## config.mk

```make
export PLATFORM = sky130hd
export DESIGN_NAME = gcm_sram_job_sequencer
export DESIGN_NICKNAME = d
export VERILOG_FILES = /design/src/rtl/gcm_sram_job_sequencer.sv
export SDC_FILE = /design/constraint.sdc
export NUM_CORES = 1
export LEC_CHECK = 0
export BUFFER_PORTS_ARGS = -buffer_cell sky130_fd_sc_hd__buf_2
export CAP_MARGIN = 0
export CORE_AREA = 5 5 212 214
export DETAILED_ROUTE_END_ITERATION = 8
export DIE_AREA = 0 0 217 219
export GPL_TIMING_DRIVEN = 0
export MAX_ROUTING_LAYER = met4
export SYNTH_ARGS = -nofsm -noshare
export SYNTH_HDL_FRONTEND = slang
export SYNTH_SLANG_ARGS = --single-unit
```

## constraint.sdc

```tcl
create_clock -name clk -period 3.5 [get_ports clk]
set_input_delay 0.7 -clock clk [delete_from_list [all_inputs] [get_ports clk]]
set_output_delay 0.7 -clock clk [all_outputs]
set_load 0.02 [all_outputs]
```

## src/rtl/gcm_sram_job_sequencer.sv

```systemverilog
// Job sequencer between the DMA stream and the GCM/AES engine SRAMs.
// Fill side loads upstream beats into inbound SRAM and hands the buffer off;
// drain side streams outbound SRAM results downstream through a 2-entry skid.
module gcm_sram_job_sequencer #(
  parameter int DW = 128,
  parameter int AW = 8
) (
  input  logic          clk,
  input  logic          rstn,
  input  logic          s_valid,
  output logic          s_ready,
  input  logic [DW-1:0] s_data,
  input  logic          s_last,
  output logic          ib_wr_en,
  output logic [AW-1:0] ib_wr_addr,
  output logic [DW-1:0] ib_wr_data,
  output logic          ibDataValid,
  input  logic          ibSRAMValid,
  output logic [AW-1:0] job_len,
  input  logic          obDataValid,
  output logic          obSRAMValid,
  output logic          ob_rd_en,
  output logic [AW-1:0] ob_rd_addr,
  input  logic [DW-1:0] ob_rd_data,
  output logic          m_valid,
  input  logic          m_ready,
  output logic [DW-1:0] m_data,
  output logic          m_last,
  output logic          err_trunc
);

  localparam logic [AW-1:0] ADDR_MAX = {AW{1'b1}};

  typedef enum logic [1:0] {F_IDLE, F_LOAD, F_HANDOFF, F_WAIT_FREE} fill_t;
  typedef enum logic [1:0] {D_IDLE, D_DRAIN, D_RELEASE} drain_t;

  fill_t         fill_state, fill_next;
  drain_t        drain_state, drain_next;
  logic [AW-1:0] wr_addr;
  logic          beat, close, push, pop, start;

  // Length FIFO: carries job lengths from the fill side to the drain side.
  logic [AW-1:0] fifo_mem [2];
  logic          fifo_wp, fifo_rp;
  logic [1:0]    fifo_cnt;
  logic          fifo_full, fifo_empty;

  // Drain-side read tracking and skid buffer.
  logic [AW-1:0] rd_addr, drain_len;
  logic          rd_done, inflight, inflight_last;
  logic [DW-1:0] skid_data [2];
  logic          skid_last [2];
  logic          skid_wp, skid_rp;
  logic [1:0]    skid_cnt;
  logic          take;
  logic [2:0]    occ_after;

  assign fifo_full  = (fifo_cnt == 2'd2);
  assign fifo_empty = (fifo_cnt == 2'd0);
  assign ib_wr_en   = beat;
  assign ib_wr_addr = wr_addr;
  assign ib_wr_data = s_data;
  assign ob_rd_addr = rd_addr;
  assign m_valid    = (skid_cnt != 2'd0);
  assign m_data     = skid_data[skid_rp];
  assign m_last     = skid_last[skid_rp];
  assign take       = m_valid & m_ready;
  // Occupancy once this cycle's returning read lands and any accepted beat leaves.
  assign occ_after  = {1'b0, skid_cnt} + {2'b00, inflight} - {2'b00, take};

  // Fill FSM state register.
  always_ff @(posedge clk or negedge rstn) begin
    if (!rstn) fill_state <= F_IDLE;
    else       fill_state <= fill_next;
  end

  // Fill FSM next state, upstream ready and job close detection.
  always_comb begin
    fill_next = fill_state;
    s_ready   = 1'b0;
    beat      = 1'b0;
    close     = 1'b0;
    case (fill_state)
      F_IDLE: begin
        if (ibSRAMValid && !fifo_full) fill_next = F_LOAD;
        else                           fill_next = F_IDLE;
      end
      F_LOAD: begin
        s_ready = 1'b1;
        beat    = s_valid;
        close   = s_valid & (s_last | (wr_addr == ADDR_MAX));
        if (close) fill_next = F_HANDOFF;
        else       fill_next = F_LOAD;
      end
      F_HANDOFF: begin
        if (!ibSRAMValid) fill_next = F_WAIT_FREE;
        else              fill_next = F_HANDOFF;
      end
      F_WAIT_FREE: begin
        if (ibSRAMValid) fill_next = F_IDLE;
        else             fill_next = F_WAIT_FREE;
      end
      default: fill_next = F_IDLE;
    endcase
    push = close;
  end

  // Fill datapath: write address, handoff length, handoff flag, truncation pulse.
  always_ff @(posedge clk or negedge rstn) begin
    if (!rstn) begin
      wr_addr     <= {AW{1'b0}};
      job_len     <= {AW{1'b0}};
      ibDataValid <= 1'b0;
      err_trunc   <= 1'b0;
    end else begin
      err_trunc <= close & ~s_last;
      if (fill_state == F_IDLE)   wr_addr <= {AW{1'b0}};
      else if (beat && !close)    wr_addr <= wr_addr + {{(AW-1){1'b0}}, 1'b1};
      if (close) begin
        job_len     <= wr_addr;
        ibDataValid <= 1'b1;
      end else if (fill_state == F_HANDOFF && !ibSRAMValid) begin
        ibDataValid <= 1'b0;
      end
    end
  end

  // Length FIFO storage and pointers; simultaneous push/pop keeps occupancy.
  always_ff @(posedge clk or negedge rstn) begin
    if (!rstn) begin
      fifo_mem[0] <= {AW{1'b0}};
      fifo_mem[1] <= {AW{1'b0}};
      fifo_wp     <= 1'b0;
      fifo_rp     <= 1'b0;
      fifo_cnt    <= 2'd0;
    end else begin
      if (push && (!fifo_full || pop)) begin
        fifo_mem[fifo_wp] <= wr_addr;
        fifo_wp           <= ~fifo_wp;
      end
      if (pop) fifo_rp <= ~fifo_rp;
      case ({push && (!fifo_full || pop), pop})
        2'b10:   fifo_cnt <= fifo_cnt + 2'd1;
        2'b01:   fifo_cnt <= fifo_cnt - 2'd1;
        default: fifo_cnt <= fifo_cnt;
      endcase
    end
  end

  // Drain FSM state register.
  always_ff @(posedge clk or negedge rstn) begin
    if (!rstn) drain_state <= D_IDLE;
    else       drain_state <= drain_next;
  end

  // Drain FSM next state, read issue and FIFO pop.
  always_comb begin
    drain_next = drain_state;
    ob_rd_en   = 1'b0;
    pop        = 1'b0;
    start      = 1'b0;
    case (drain_state)
      D_IDLE: begin
        start = obDataValid & ~fifo_empty;
        if (start) drain_next = D_DRAIN;
        else       drain_next = D_IDLE;
      end
      D_DRAIN: begin
        ob_rd_en = ~rd_done & (occ_after < 3'd2);
        if (take && m_last) begin
          pop        = 1'b1;
          drain_next = D_RELEASE;
        end else begin
          drain_next = D_DRAIN;
        end
      end
      D_RELEASE: begin
        if (!obDataValid) drain_next = D_IDLE;
        else              drain_next = D_RELEASE;
      end
      default: drain_next = D_IDLE;
    endcase
  end

  // Drain datapath: latched length, read address, outbound buffer ownership.
  always_ff @(posedge clk or negedge rstn) begin
    if (!rstn) begin
      drain_len     <= {AW{1'b0}};
      rd_addr       <= {AW{1'b0}};
      rd_done       <= 1'b0;
      obSRAMValid   <= 1'b1;
      inflight      <= 1'b0;
      inflight_last <= 1'b0;
    end else begin
      inflight      <= ob_rd_en;
      inflight_last <= ob_rd_en & (rd_addr == drain_len);
      if (start) begin
        drain_len   <= fifo_mem[fifo_rp];
        rd_addr     <= {AW{1'b0}};
        rd_done     <= 1'b0;
        obSRAMValid <= 1'b0;
      end else if (ob_rd_en) begin
        if (rd_addr == drain_len) rd_done <= 1'b1;
        else                      rd_addr <= rd_addr + {{(AW-1){1'b0}}, 1'b1};
      end
      if (pop) obSRAMValid <= 1'b1;
    end
  end

  // Skid buffer: captures returning read data, presents it on m_*.
  always_ff @(posedge clk or negedge rstn) begin
    if (!rstn) begin
      for (int i = 0; i < 2; i++) begin
        skid_data[i] <= {DW{1'b0}};
        skid_last[i] <= 1'b0;
      end
      skid_wp  <= 1'b0;
      skid_rp  <= 1'b0;
      skid_cnt <= 2'd0;
    end else begin
      if (inflight) begin
        skid_data[skid_wp] <= ob_rd_data;
        skid_last[skid_wp] <= inflight_last;
        skid_wp            <= ~skid_wp;
      end
      if (take) skid_rp <= ~skid_rp;
      case ({inflight, take})
        2'b10:   skid_cnt <= skid_cnt + 2'd1;
        2'b01:   skid_cnt <= skid_cnt - 2'd1;
        default: skid_cnt <= skid_cnt;
      endcase
    end
  end

endmodule

```

[Yosys cells after proc, flatten, opt, wreduce, memory -nomap -nowiden]
Cells that the tools add are included.
Storage, ports and cells
  bits in registers: 324
  latch bits: 0
  memory bits (writable): 0
  ROM bits: 0
  output and inout bits: 288
  memories: 0
Cells by class
  $add $sub $neg: 8
  $mul: 0
  div/mod/pow operators: 0
  magnitude comparators: 7
  eq/ne operators: 13
  shift-type cells: 0
  muxes and demuxes: 48
  bitwise logic cells: 18
  reductions and logical operators: 24
Operators by type and width (number)
  $mux 128: 4
  $bwmux 256: 1
  $demux 128 s1: 1
  $mux 8: 9
  $mux 1: 21
  $add 8x1->8 const B: 2
  $bwmux 16: 1
  $reduce_bool 2->1: 8
  $eq 2x2->1 const B: 6
  $demux 8 s1: 1
  $eq 2x1->1 const B: 4
  $eq 8x8->1: 1
  $eq 8x8->1 const B: 1
  $ge 2x2->1 const B: 4
  $mux 2: 4
  $not 1->2: 4
  $pmux 2 s2: 2
  $pmux 2 s4: 1
  $logic_and 1x1->1: 7
  $not 1->1: 7
  $and 1x1->1: 6
  $logic_not 2->1: 3
  $pmux 2 s3: 1
  $add 2x1->2 const B: 2
  12 further kinds: 17

[Longest topological paths before layout]
  word-level depth: 11
  mapped depth: 11

[Worst setup path after synthesis]
No wires, ideal clock.
  kind: input to output
  start: input m_ready
  end: output ob_rd_en
  data arrival time: 2.333 ns
  path slack: 0.467 ns
  cell stages on the path: 9
  path buffers: 1
  path through: nand2_1 -> nor2_1 -> a21oi_1 -> nand2b_1 -> fa_1 -> nand4bb_1 -> or2_2 -> clkbuf_1 -> inv_1
On the way
  word-level cells in the longest chain between the ends: 5
RTL lines
  start, declared: line 26  | input logic m_ready,
  $and 1x1->1: line 67  | assign take = m_valid & m_ready;
  $sub 3x1->3: line 69  | assign occ_after = {1'b0, skid_cnt} + {2'b00, inflight} - {2'b00, take};
  $lt 3x2->1: line 169  | ob_rd_en = ~rd_done & (occ_after < 3'd2);
  $and 1x1->1: line 169
  $mux 1: line 162  | case (drain_state)
  end, declared: line 22  | output logic ob_rd_en,
Every way passes these cells.

[Final worst setup path]
  start: register skid_rp
  end: output m_data[110]
On the way
  word-level cells in the longest chain between the ends: 4
RTL lines
  start, declared: line 53  | logic skid_wp, skid_rp;
  start signal, assigned: line 226  | if (take) skid_rp <= ~skid_rp;
  $not 1->2 (implied by the code): line 65  | assign m_data = skid_data[skid_rp];
  $mux 128 (implied by the code) (3 in series): line 65
  end, declared: line 27  | output logic [DW-1:0] m_data,
Every way passes these cells. The select of a mux whose other input is x is not followed.

==> metrics <==
die area between 40000 and 50000 µm²; Final Hold Vio Count 0; Worst Reg-to-Reg Cells 8; row count 76; Seq/Total Area, Yosys 54.0%; largest family of logic cells by synthesized area multiplexers; Slew @ Worst Pin 1290 ps; CTS root buffer clkbuf_16; DP Worst Slack 23.9 ps; via count 9930; Slew Limit Headroom 13.5%; slowest CP cell clkbuf_1; post-synthesis net count 1352; Synth Area in XOR/XNOR 1.11%; final setup vio count 0; Slew Viols, Final 0; max-cap violation count 0; Total Routing Usage GR between 10% and 20%; reg2reg end fifo_cnt[1]$_DFFE_PN0P_; Initial Utilization 35.2%; PnR worst setup slack between 150 and 200 ps; dpl hpwl around 29 mm; post-synthesis mux area share 32.0%; clk_lat worst skew 540 ps; share of layout cells above drive strength 1 about two thirds; Static Leak about 0.0091 µW; Hold WC Path Type in2async; DRT antenna net count 0; deepest level of the CTS H-tree 2; Initial DRT Pass Iterations 4; Power per Cell Area about 970 nW/µm²; largest net degree at the start of global routing about 120; Layout area overhead 27.6%; FF-to-FF setup slack 550 ps; WL final about 39 mm; CTS tree done; synth top area cells dfrtp_1, mux2_2, buf_4; CTS sink count about 320; EDFF count, synth 0; FILL cells roughly 3900; Core ar. approximately 43000 µm²; Clock Skews ~17 ps; Tcrit/Tclk final 94.8%; Residual DRC 0; port buffer count 422; synthesized area per cell ~14 µm²; fin area roughly 19000 µm²; status finished clean; Post-Syn Area between 15000 and 20000 µm²; top post-synthesis cells by count mux2_2, dfrtp_1, buf_4; post-synth top area share ~54%; Final min period 3320 ps; simple-gate share of the synthesized area 2.59%; Die H roughly 220 µm; initial antenna violation count 4; Post-Synthesis Cells between 1000 and 1500; vias in the first global route ~11000; Synth Area in Adders less than 1%; Distinct cells, synth 46; post-synthesis register bit count ~320; total CTS buffers 39; Ys Warns 0; required time of the critical path 2800 ps; ys flop type dfrtp_1; die width between 200 and 250 µm; # nets final roughly 1800; Via density approximately 4.7; first-pass GRT wire length around 60 mm; WL/cell between 15 and 20 µm; Worst Setup End Kind primary output; GP Congestion a little under 0.8; grt total ovfl 0; max frequency about 0.30 GHz; CP Max Fanout 10; I/O Pins 551; maximum vdd ir drop slightly above 0.0004 V; CTS max path bufs 3; placed inst area about 18000 µm²; r2r startpoint ib_wr_addr[1]$_DFFE_PN0P_; clock slew at reported path FFs approximately 60 ps; Synth Area in Compound Gates around 1.9%; most frequent cell after synthesis mux2_2; crit path cell chain buf_1, clkbuf_1, mux2_2, buf_2; post-synth top area cell dfrtp_1; RSZ-0062 raised after global routing false; Setup Crit Path Kind reg2out; max incr delay on CP between 500 and 600 ps; drt initial violations roughly 320; CP Launch Type register; Data arrival, critical path around 2600 ps; Async SR Flop Fraction 100%
[kinds of logic after synthesis]
family,after synthesis
mux,429
flops,324
buf+inv,192
simple gates,72
compound gates,45
xor+xnor,19
fa+ha+maj,4
[per-stage QoR]
stage               util [%]  power [µW]  setup TNS, ps  hold slack [ps]  std cells
floorplan                  -       12200              0              404       1085
global placement        41.7       14700       -1460290              465       2053
detailed placement      41.9       14900              0              476       2055
CTS                     44.8       19000              0              219       2123
global route            44.9       19800              0              270       2127
finish                  44.9       18600              0              197       2131
[power breakdown]
part / total (µW) / leakage [µW] / switching (µW) / internal [µW]
sequential: 6270 / 0.00389 / 820 / 5450
combinational: 8430 / 0.00459 / 4470 / 3970
clock: 3920 / 0.000596 / 1540 / 2380
[registers in the layout, summed over array words and instances (netlist names), 2 cells and up]
| name | count |
|---|---|
| drain_state | 2 |
| skid_last | 2 |
| ob_rd_addr | 8 |
| drain_len | 8 |
| fifo_mem | 16 |
| skid_data | 256 |
| job_len | 8 |
| skid_cnt | 2 |
| ib_wr_addr | 8 |
| fifo_cnt | 2 |
| fill_state | 2 |
[metal layers]
| layer | global-route usage (%) | up-vias | wire length, µm |
|---|---|---|---|
| li1 | - | 4627 | - |
| met1 | 20.2 | 4962 | 16400 |
| met2 | 26.7 | 281 | 19600 |
| met3 | 3.61 | 60 | 2390 |
| met4 | 4.97 | 0 | 901 |
| met5 | - | - | 0 |
[cell usage in the layout (no fill, tap or decap), types with 12 or more instances in the layout]
cell type / instances
buf_2: 425
clkbuf_1: 52
clkbuf_16: 40
xor2_1: 12
o21ai_0: 17
mux2_2: 402
mux2i_1: 19
buf_4: 132
dfrtp_1: 321
nand2_1: 25
[how the worst max path moves through the flow]
| stage | startpoint | endpoint | slack [ps] | depth (start not counted) |
|---|---|---|---|---|
| finish | skid_rp$_DFFE_PN0P_ | m_data[110] | 180 | 4 |
| global route | skid_rp$_DFFE_PN0P_ | m_data[110] | 1 | 4 |
| CTS | skid_cnt[0]$_DFFE_PN0P_ | ob_rd_en | 6 | 9 |
| detailed placement | m_ready | ob_rd_en | 20 | 11 |
| global placement | rstn | skid_data[213]$_DFFE_PN0P_ | -4560 | 1 |
| floorplan | m_ready | ob_rd_en | 470 | 9 |
[timing repair]
| action | 4_1_cts | 5_1_grt |
|---|---|---|
| buffers inserted | 1 | 2 |
| endpoints found under the setup margin | 100 | 1 |
| cloned | 0 | 0 |
| hold buffers | 0 | 0 |
| pin swaps | 1 | 1 |
| gates resized for setup | 6 | 1 |
[area by class of cell]
type | instances | area [µm²] | area share [%]
antenna | 8 | 20.0 | 0.104
buffer | 179 | 1160 | 6.05
clock buffer | 59 | 1130 | 5.91
clock inverter | 8 | 113 | 0.588
inverter | 11 | 41.3 | 0.215
multi-input combinational | 569 | 5700 | 29.8
sequential | 324 | 8110 | 42.3
tap | 546 | 683 | 3.56
timing repair buffer | 427 | 2200 | 11.5
[worst max-delay path: cells and delay by family (launching register included)]
kind                   cells  cell delay (ps)
buffers and inverters      3             1260
flip-flops                 1              390
multiplexers               1              420
Power figures use the tool's default switching activity.
